===== src/rtl/blink_scheduler.sv =====
// blink_scheduler: plays a small step table of (delay code, dwell) pairs into the blinker.
// Optional macro BLINK_SCHED_LOOP_EN: wrap to step 0 at end of sequence instead of stopping.
module blink_scheduler #(
  parameter int TICK_DIV = 50000,
  parameter int STEPS    = 8,
  parameter int DWELL_W  = 8
) (
  input  logic                     clk,
  input  logic                     reset,
  input  logic                     start,
  input  logic                     stop,
  input  logic                     pause,
  input  logic                     prog_we,
  input  logic [$clog2(STEPS)-1:0] prog_addr,
  input  logic [3:0]               prog_delay,
  input  logic [DWELL_W-1:0]       prog_dwell,
  input  logic                     prog_last,
  output logic [3:0]               delay,
  output logic                     blink_reset,
  output logic                     blink_pause,
  output logic [$clog2(STEPS)-1:0] step,
  output logic                     busy,
  output logic                     done
);

  localparam int AW = $clog2(STEPS);
  localparam int PW = $clog2(TICK_DIV);
  localparam logic [PW-1:0] PRESC_MAX = PW'(TICK_DIV - 1);
  localparam logic [AW-1:0] STEP_MAX  = AW'(STEPS - 1);
`ifdef BLINK_SCHED_LOOP_EN
  localparam bit LOOP_EN = 1'b1;
`else
  localparam bit LOOP_EN = 1'b0;
`endif

  typedef enum logic [1:0] {IDLE = 2'd0, RUN = 2'd1, HOLD = 2'd2} state_t;

  // A dwell of zero is stretched to one tick so every step is visible.
  function automatic logic [DWELL_W-1:0] dwell_load(input logic [DWELL_W-1:0] d);
    if (d == {DWELL_W{1'b0}}) begin
      dwell_load = DWELL_W'(1);
    end else begin
      dwell_load = d;
    end
  endfunction

  logic [1:0]         rst_sync_r;
  logic               rst_n_s;
  state_t             state_r, state_n;
  logic [3:0]         tbl_delay_r [STEPS];
  logic [DWELL_W-1:0] tbl_dwell_r [STEPS];
  logic [STEPS-1:0]   tbl_last_r;
  logic [PW-1:0]      presc_r, presc_n;
  logic [DWELL_W-1:0] dwell_r, dwell_n;
  logic [AW-1:0]      step_r, step_n, entry_idx_s;
  logic [3:0]         delay_r, delay_n;
  logic               blink_reset_r, blink_reset_n;
  logic               blink_pause_r, blink_pause_n;
  logic               done_r, done_n;
  logic               tick_s, step_end_s, last_step_s;
  logic               restart_s, advance_s, seq_end_s, entry_s;

  // Reset assertion is immediate; release is delayed through two flops.
  always_ff @(posedge clk or negedge reset) begin
    if (!reset) begin
      rst_sync_r <= 2'b00;
    end else begin
      rst_sync_r <= {rst_sync_r[0], 1'b1};
    end
  end
  assign rst_n_s = rst_sync_r[1];

  // Step table; writes land one cycle after the strobe.
  always_ff @(posedge clk or negedge rst_n_s) begin
    if (!rst_n_s) begin
      for (int i = 0; i < STEPS; i++) begin
        tbl_delay_r[i] <= 4'd0;
        tbl_dwell_r[i] <= {DWELL_W{1'b0}};
      end
      tbl_last_r <= {STEPS{1'b0}};
    end else if (prog_we) begin
      tbl_delay_r[prog_addr] <= prog_delay;
      tbl_dwell_r[prog_addr] <= prog_dwell;
      tbl_last_r[prog_addr]  <= prog_last;
    end else begin
      tbl_last_r <= tbl_last_r;
    end
  end

  assign tick_s      = (state_r == RUN) && (presc_r == PRESC_MAX);
  assign step_end_s  = tick_s && (dwell_r == DWELL_W'(1));
  assign last_step_s = tbl_last_r[step_r] || (step_r == STEP_MAX);

  // FSM state register.
  always_ff @(posedge clk or negedge rst_n_s) begin
    if (!rst_n_s) begin
      state_r <= IDLE;
    end else begin
      state_r <= state_n;
    end
  end

  // Next-state logic; stop beats start beats pause.
  always_comb begin
    state_n   = state_r;
    restart_s = 1'b0;
    advance_s = 1'b0;
    seq_end_s = 1'b0;
    if (stop) begin
      state_n = IDLE;
    end else if (start) begin
      state_n   = RUN;
      restart_s = 1'b1;
    end else begin
      case (state_r)
        IDLE: state_n = IDLE;
        RUN: begin
          if (step_end_s && last_step_s) begin
            seq_end_s = 1'b1;
            state_n   = LOOP_EN ? (pause ? HOLD : RUN) : IDLE;
          end else if (step_end_s) begin
            advance_s = 1'b1;
            state_n   = pause ? HOLD : RUN;
          end else if (pause) begin
            state_n = HOLD;
          end else begin
            state_n = RUN;
          end
        end
        HOLD:    state_n = pause ? RUN : HOLD;
        default: state_n = IDLE;
      endcase
    end
  end

  // Output/datapath next values: step entry, tick countdown, or plain prescaling.
  always_comb begin
    entry_s       = restart_s || advance_s || (seq_end_s && LOOP_EN);
    entry_idx_s   = advance_s ? (step_r + AW'(1)) : {AW{1'b0}};
    step_n        = step_r;
    delay_n       = delay_r;
    presc_n       = presc_r;
    dwell_n       = dwell_r;
    blink_reset_n = 1'b0;
    done_n        = seq_end_s;
    blink_pause_n = (state_n == HOLD);
    if (entry_s) begin
      step_n        = entry_idx_s;
      delay_n       = tbl_delay_r[entry_idx_s];
      dwell_n       = dwell_load(tbl_dwell_r[entry_idx_s]);
      presc_n       = {PW{1'b0}};
      blink_reset_n = 1'b1;
    end else if (tick_s) begin
      presc_n = {PW{1'b0}};
      dwell_n = dwell_r - DWELL_W'(1);
    end else if (state_r == RUN) begin
      presc_n = presc_r + PW'(1);
    end else begin
      presc_n = presc_r;
    end
  end

  // Registered outputs and counters.
  always_ff @(posedge clk or negedge rst_n_s) begin
    if (!rst_n_s) begin
      presc_r       <= {PW{1'b0}};
      dwell_r       <= {DWELL_W{1'b0}};
      step_r        <= {AW{1'b0}};
      delay_r       <= 4'd0;
      blink_reset_r <= 1'b0;
      blink_pause_r <= 1'b0;
      done_r        <= 1'b0;
    end else begin
      presc_r       <= presc_n;
      dwell_r       <= dwell_n;
      step_r        <= step_n;
      delay_r       <= delay_n;
      blink_reset_r <= blink_reset_n;
      blink_pause_r <= blink_pause_n;
      done_r        <= done_n;
    end
  end

  assign delay       = delay_r;
  assign blink_reset = blink_reset_r;
  assign blink_pause = blink_pause_r;
  assign step        = step_r;
  assign done        = done_r;
  assign busy        = (state_r != IDLE);

endmodule


===== config.mk =====
export PLATFORM = sky130hd
export DESIGN_NAME = blink_scheduler
export DESIGN_NICKNAME = d
export VERILOG_FILES = /design/src/rtl/blink_scheduler.sv
export SDC_FILE = /design/constraint.sdc
export NUM_CORES = 1
export LEC_CHECK = 0
export BUFFER_PORTS_ARGS = -buffer_cell sky130_fd_sc_hd__clkbuf_2
export CAP_MARGIN = 30
export CORE_MARGIN = 5
export CORE_UTILIZATION = 41
export DETAILED_ROUTE_END_ITERATION = 7
export GPL_ROUTABILITY_DRIVEN = 0
export MAX_ROUTING_LAYER = met4
export PLACE_DENSITY = 0.66
export SLEW_MARGIN = 20
export SYNTH_ARGS = -nofsm -noshare
export SYNTH_HDL_FRONTEND = slang
export SYNTH_SLANG_ARGS = --single-unit

===== constraint.sdc =====
create_clock -name clk -period 6 [get_ports clk]
set_clock_uncertainty 0.1 [all_clocks]
set_input_delay 0 -clock clk [delete_from_list [all_inputs] [get_ports clk]]
set_output_delay 0 -clock clk [all_outputs]
set_load 0.03 [all_outputs]

After elaboration in Yosys (flattened, before gate mapping)

Index checks and enable logic that the tools add are counted.

Mux-type cells: 42
Bitwise gates (word level): 2
Equal/unequal tests: 6
Reduce and logical (&&, ||, !) cells: 11
Order comparisons: 6
Add/subtract/negate cells: 3

Operators by type and width:

| kind                                                                         | count |
|---|---|
| 64-bit bitwise mux                                                           | 1 |
| 16-bit two-way mux                                                           | 3 |
| 8-bit two-way mux                                                            | 6 |
| 32-bit bitwise mux                                                           | 1 |
| 8-bit binary-select mux with 3-bit select                                    | 1 |
| 8-bit demux with 3-bit select                                                | 1 |
| 16-bit by 1-bit adder with 16-bit output, second input constant              | 1 |
| 16-bit == test, second input constant                                        | 1 |
| 1-bit two-way mux                                                            | 14 |
| 4-bit binary-select mux with 3-bit select                                    | 1 |
| 4-bit demux with 3-bit select                                                | 1 |
| 4-bit two-way mux                                                            | 3 |
| 2-bit two-way mux                                                            | 5 |
| 8-bit bitwise mux                                                            | 1 |
| 8-bit by 1-bit == test with 1-bit output, second input constant              | 1 |
| 4-bit >= comparator, second input constant                                   | 2 |
| 8-bit zero test                                                              | 1 |
| 3-bit by 4-bit less-than comparator with 1-bit output, second input constant | 2 |
| 3-bit NOT with 4-bit output                                                  | 2 |
| 8-bit by 1-bit subtractor with 8-bit output, second input constant           | 1 |
| 1-bit logical AND                                                            | 5 |
| 2-bit == test, second input constant                                         | 2 |
| 4-bit by 1-bit less-than comparator with 1-bit output, second input constant | 1 |
| 2-bit one-hot mux with 2 select lines                                        | 1 |
| 10 further kinds                                                             | 12 |

Logic and storage cells: 96
Register bits after elaboration: 142

Logic depth before layout (Yosys ltp)

Depth after elaboration: 16
Mapped depth: 13

Worst setup path before layout

OpenSTA, ideal clock, no wires.

Kind: register to register
Start point: register step_r[1], in the netlist step[1]
End point: register dwell_r[0]
Arrival: 2.460 ns
Data required time: 5.780 ns
Stages on the path, launching flop included: 11
Setup time: 0.120 ns
Path slack: 3.320 ns
Cells stage by stage: dfrtp_1 ha_1 ha_1 nor3_1 nand4_1 a211oi_2 buf_4 buf_2 o2111ai_1 and3_1 a31o_2

Longest elaborated chain between the ends: 16
Elaborated cells on any way between the ends: 20

RTL lines:

| what                                                 | line | RTL |
|---|---|---|
| from (decl)                                          | 55   | `logic [AW-1:0] step_r, step_n, entry_idx_s;` |
| from (signal assigned)                               | 168  | `step_r <= {AW{1'b0}};` |
| from (signal assigned)                               | 176  | `step_r <= step_n;` |
| 1-bit binary-select mux with 3-bit select            | 92   | `assign last_step_s = tbl_last_r[step_r] \|\| (step_r == STEP_MAX);` |
| 1-bit two-way mux (not written as such)              | 92   |  |
| 1-bit logical OR                                     | 92   |  |
| 1-bit logical AND                                    | 118  | `if (step_end_s && last_step_s) begin` |
| 1-bit two-way mux                                    | 118  |  |
| 1-bit two-way mux                                    | 115  | `case (state_r)` |
| 1-bit two-way mux                                    | 111  | `end else if (start) begin` |
| 1-bit two-way mux                                    | 109  | `if (stop) begin` |
| 3-bit two-way mux                                    | 139  | `entry_idx_s = advance_s ? (step_r + AW'(1)) : {AW{1'b0}};` |
| 3-bit NOT with 4-bit output (not written as such)    | 150  | `dwell_n = dwell_load(tbl_dwell_r[entry_idx_s]);` |
| 8-bit binary-select mux with 3-bit select            | 150  |  |
| 8-bit two-way mux (not written as such) (2 in a row) | 150  |  |
| 8-bit zero test                                      | 40   | `if (d == {DWELL_W{1'b0}}) begin` |
| 8-bit two-way mux                                    | 40   |  |
| 8-bit two-way mux                                    | 147  | `if (entry_s) begin` |
| to (signal assigned)                                 | 167  | `dwell_r <= {DWELL_W{1'b0}};` |
| to (signal assigned)                                 | 175  | `dwell_r <= dwell_n;` |
| to (decl)                                            | 54   | `logic [DWELL_W-1:0] dwell_r, dwell_n;` |

Several ways; a longest one is shown, not always the timed one. The select of a mux whose other input is x is not followed.
A chain may end at the register's enable or synchronous reset.

Worst setup path after layout

Start point: register step_r[0], in the netlist step[0]
End point: register delay_r[1], in the netlist delay[1]

Longest elaborated chain between the ends: 13
Elaborated cells on any way between the ends: 16

RTL lines:

| what                                                 | line | RTL |
|---|---|---|
| 1-bit binary-select mux with 3-bit select            | 92   |  |
| 1-bit two-way mux (not written as such)              | 92   |  |
| 1-bit logical OR                                     | 92   |  |
| 1-bit logical AND                                    | 118  |  |
| 1-bit two-way mux                                    | 118  |  |
| 1-bit two-way mux                                    | 115  |  |
| 1-bit two-way mux                                    | 111  |  |
| 1-bit two-way mux                                    | 109  |  |
| 3-bit two-way mux                                    | 139  |  |
| 3-bit NOT with 4-bit output (not written as such)    | 149  | `delay_n = tbl_delay_r[entry_idx_s];` |
| 4-bit binary-select mux with 3-bit select            | 149  |  |
| 4-bit two-way mux (not written as such) (2 in a row) | 149  |  |
| to (signal assigned)                                 | 177  | `delay_r <= delay_n;` |
| to (decl)                                            | 56   | `logic [3:0] delay_r, delay_n;` |

Several ways; a longest one is shown, not always the timed one. The select of a mux whose other input is x is not followed.

==> impl_metrics.yaml <==
cells_and_area:
  seq_area_um2: 3557
  multi_input_area_um2: 3100
  fillers: 1430
  drive_above_1_share: 0.3404
  final_util: 0.4930
  finish.net_count: 632
  n_antenna_cell: 0
  area_growth_pct: 18.93
setup_path:
  crit_path_end_kind: "flop"
  arrival_ps: 3690
  timing.rr.start: "step[0]"
  cp_cell_sequence: "buf_4 > ha_1 > ha_1 > inv_1 > a2111oi_4 > buf_4 > mux2i_1 > mux2i_1 > a21oi_1 > o31ai_1"
  cp_slowest_cell: "ha_1"
  path_class: "reg -> reg"
  slowest_delay_ps: 570
  worstSetupStartpointType: "flop"
  cp_max_fo: 40
  cp.required_ps: 6170
  startpoint: "step[0]"
logic_synthesis:
  synthArstFlopShare: 1.000
  ys_types: 58
  ys_ff_latch: 142
  synth.top_cell.area_share: 0.5224
  syn_inst: 547
  ys_warn_count: 0
  synth.avg_cell_area_um2: 12.43
  netlist_top_cells_count: "142 x dfrtp_1, 114 x mux2_2, 40 x nor2_1, 29 x mux2i_1"
  syn_nets: 577
  synth_area_leader_cell: "dfrtp_1"
  mappedNetlistArea_um2: 6802
  ys_seq_area_frac: 0.5224
  synth_flop_cell: "dfrtp_1"
  synth_area_leaders: "dfrtp_1 52%, mux2_2 19%, mux2i_1 4.3%, nor2_1 2.2%, xor2_1 1.7%"
  synth-edff-count: 0
  yosysMostFrequentCell: "dfrtp_1"
timing:
  max_slew_margin: 0.3887
  finalMaxSlewViolations: 0
  worstMarginPinSlew_ps: 914.0
  hold_viol: 0
  final.setup.tns_ps: 0
  min_period_ps: 3510
  rsz0062_at_grt: "false"
  clock.fmax_mhz: 284.9
  fin_crit_sh: 0.5851
  setup_viol: 0
detailed_routing:
  drt_iter0_markers: 288
  firstDrtPassIters: 4
  drc_errors: 0
  wl_mm: 15.22
  postRouteAntennaNets: 0
  vias: 4515
  vias_per_cell: 5.414
  drt-wirelength-per-cell_um: 18.24
pwr:
  power_density_nw_per_um2: 340.6
  p_leak_nw: 3.457
  irDropWorstVdd_mv: 0.2953
clock_network:
  cts_tree: "built"
  clkSinkCount: 142
  clk_pin_slew_ps: 60
  htreeDepth: 4
  clock-root-buffer: "clkbuf_16"
  cts_buffers: 17
  clockBufferDepth: 2
  worst_skew_pair.late_latency_ps: 420
  postCtsResizedCells: 0
flow_run:
  cap_violations: 0
die:
  fp.dieArea_um2: 19270
  io_pins: 33
  die_y_um: 138.8
  core-area_um2: 16410
  rows: 47
  start_util: 0.4146
  die_w_um: 138.8
global_routing:
  track_usage: 0.1710
  grt_max_degree: 59
  grt_pass1_wl_mm: 25.76
  antenna_found_initial: 0
  grt_overflow: 0
  grt_pass1_vias: 4920
hold_path:
  min_from: "prog_addr[2]"
  hold_path.class: "in -> reg"
placement:
  port_buffers: 32
  dpl.hpwl_mm: 10.19
outcome:
  status: "finished, final reports clean"
cells by family after synthesis:
| group | share of synthesized area |
|---|---|
| XOR/XNOR | 0.02575 |
| flip-flops | 0.5224 |
| buffers and inverters | 0.02667 |
| other | 0.0005513 |
| adder cells (fa/ha/maj) | 0.01472 |
| AO/OA/AOI/OAI | 0.07469 |
| multiplexers | 0.2414 |
| AND/OR/NAND/NOR | 0.09382 |
sequential cells by signal, summed over array words and instances (netlist names):
name	flops
tbl_dwell_r	64
tbl_delay_r	32
presc_r	16
dwell_r	8
tbl_last_r	8
delay	4
step	3
rst_sync_r	2
state_r	2
blink_pause	1
blink_reset	1
done	1
critical path, delay by kind of cell (launching register included):
family,cells,cell delay [ps]
fa+ha+maj,2,840
buf+inv,3,940
flops,1,350
mux,2,400
compound gates,3,710
cell usage in the layout (no fill, tap or decap), types with 7 or more instances in the layout:
master and n:
inv_1 11, ha_1 8, dlygate4sd3_1 19, nor2b_1 8, nand3_1 9, nand4_1 8
buf_4 8, mux2i_1 29, clkbuf_16 17, mux2_2 114, o21ai_0 8, xor2_1 13
xnor2_1 7, a21oi_1 22, clkbuf_2 32, dfrtp_1 141, nor2_1 40, nand2_1 22
per-layer routing:
| metal | GRT usage | wire [µm] | vias up |
|---|---|---|---|
| met5 | - | 0 | - |
| met4 | 0.04686 | 206 | 0 |
| met3 | 0.04138 | 436 | 19 |
| met2 | 0.2767 | 7651 | 67 |
| met1 | 0.2164 | 6921 | 2350 |
| li1 | - | - | 2079 |
final timing paths:
kind                                         to  slack [ps]  cells past startpoint
worst min-delay path              tbl_last_r[4]         130                      4
min in group asynchronous       tbl_delay_r[17]         270                      0
worst min register to register    rst_sync_r[1]         260                      0
worst max-delay path                   delay[1]        2490                     10
worst max register to register         delay[1]        2490                     10
max in group asynchronous            presc_r[6]        4170                      2
through the flow:
stage / std cells / setup slack, ps / instance area, µm² / hold WS, ps / power [mW]
finish: 834 / 2490 / 8089 / 126.6 / 2.755
global route: 834 / 2282 / 8089 / 133.6 / 2.879
floorplan: 547 / 1651 / 6802 / -395.6 / 1.506
CTS: 831 / 2209 / 8059 / 115.2 / 2.775
detailed placement: 781 / 2272 / 7233 / -314.0 / 1.627
global placement: 777 / 2495 / 7183 / -314.2 / 1.601
area by class of cell:
| class | count | share of cell area |
|---|---|---|
| clock inverters | 12 | 0.02258 |
| flip-flops and latches | 142 | 0.4398 |
| well taps | 220 | 0.03403 |
| repair buffers | 64 | 0.05878 |
| clock buffers | 19 | 0.05599 |
| inverters | 12 | 0.005568 |
| multi-input cells | 365 | 0.3833 |
where the power goes:
| group | switching (mW) | total [mW] | internal, mW | leakage, nW |
|---|---|---|---|---|
| clock | 0.415 | 1.13 | 0.718 | 0.302 |
| combinational | 0.163 | 0.372 | 0.210 | 1.41 |
| sequential | 0.113 | 1.25 | 1.14 | 1.74 |
repair_timing:
item | 4_1_cts | 5_1_grt
buffers inserted | 0 | 0
hold endpoints to repair | 110 | 0
hold buffers | 19 | 0
Note: power is estimated with default switching activity, not from simulation.
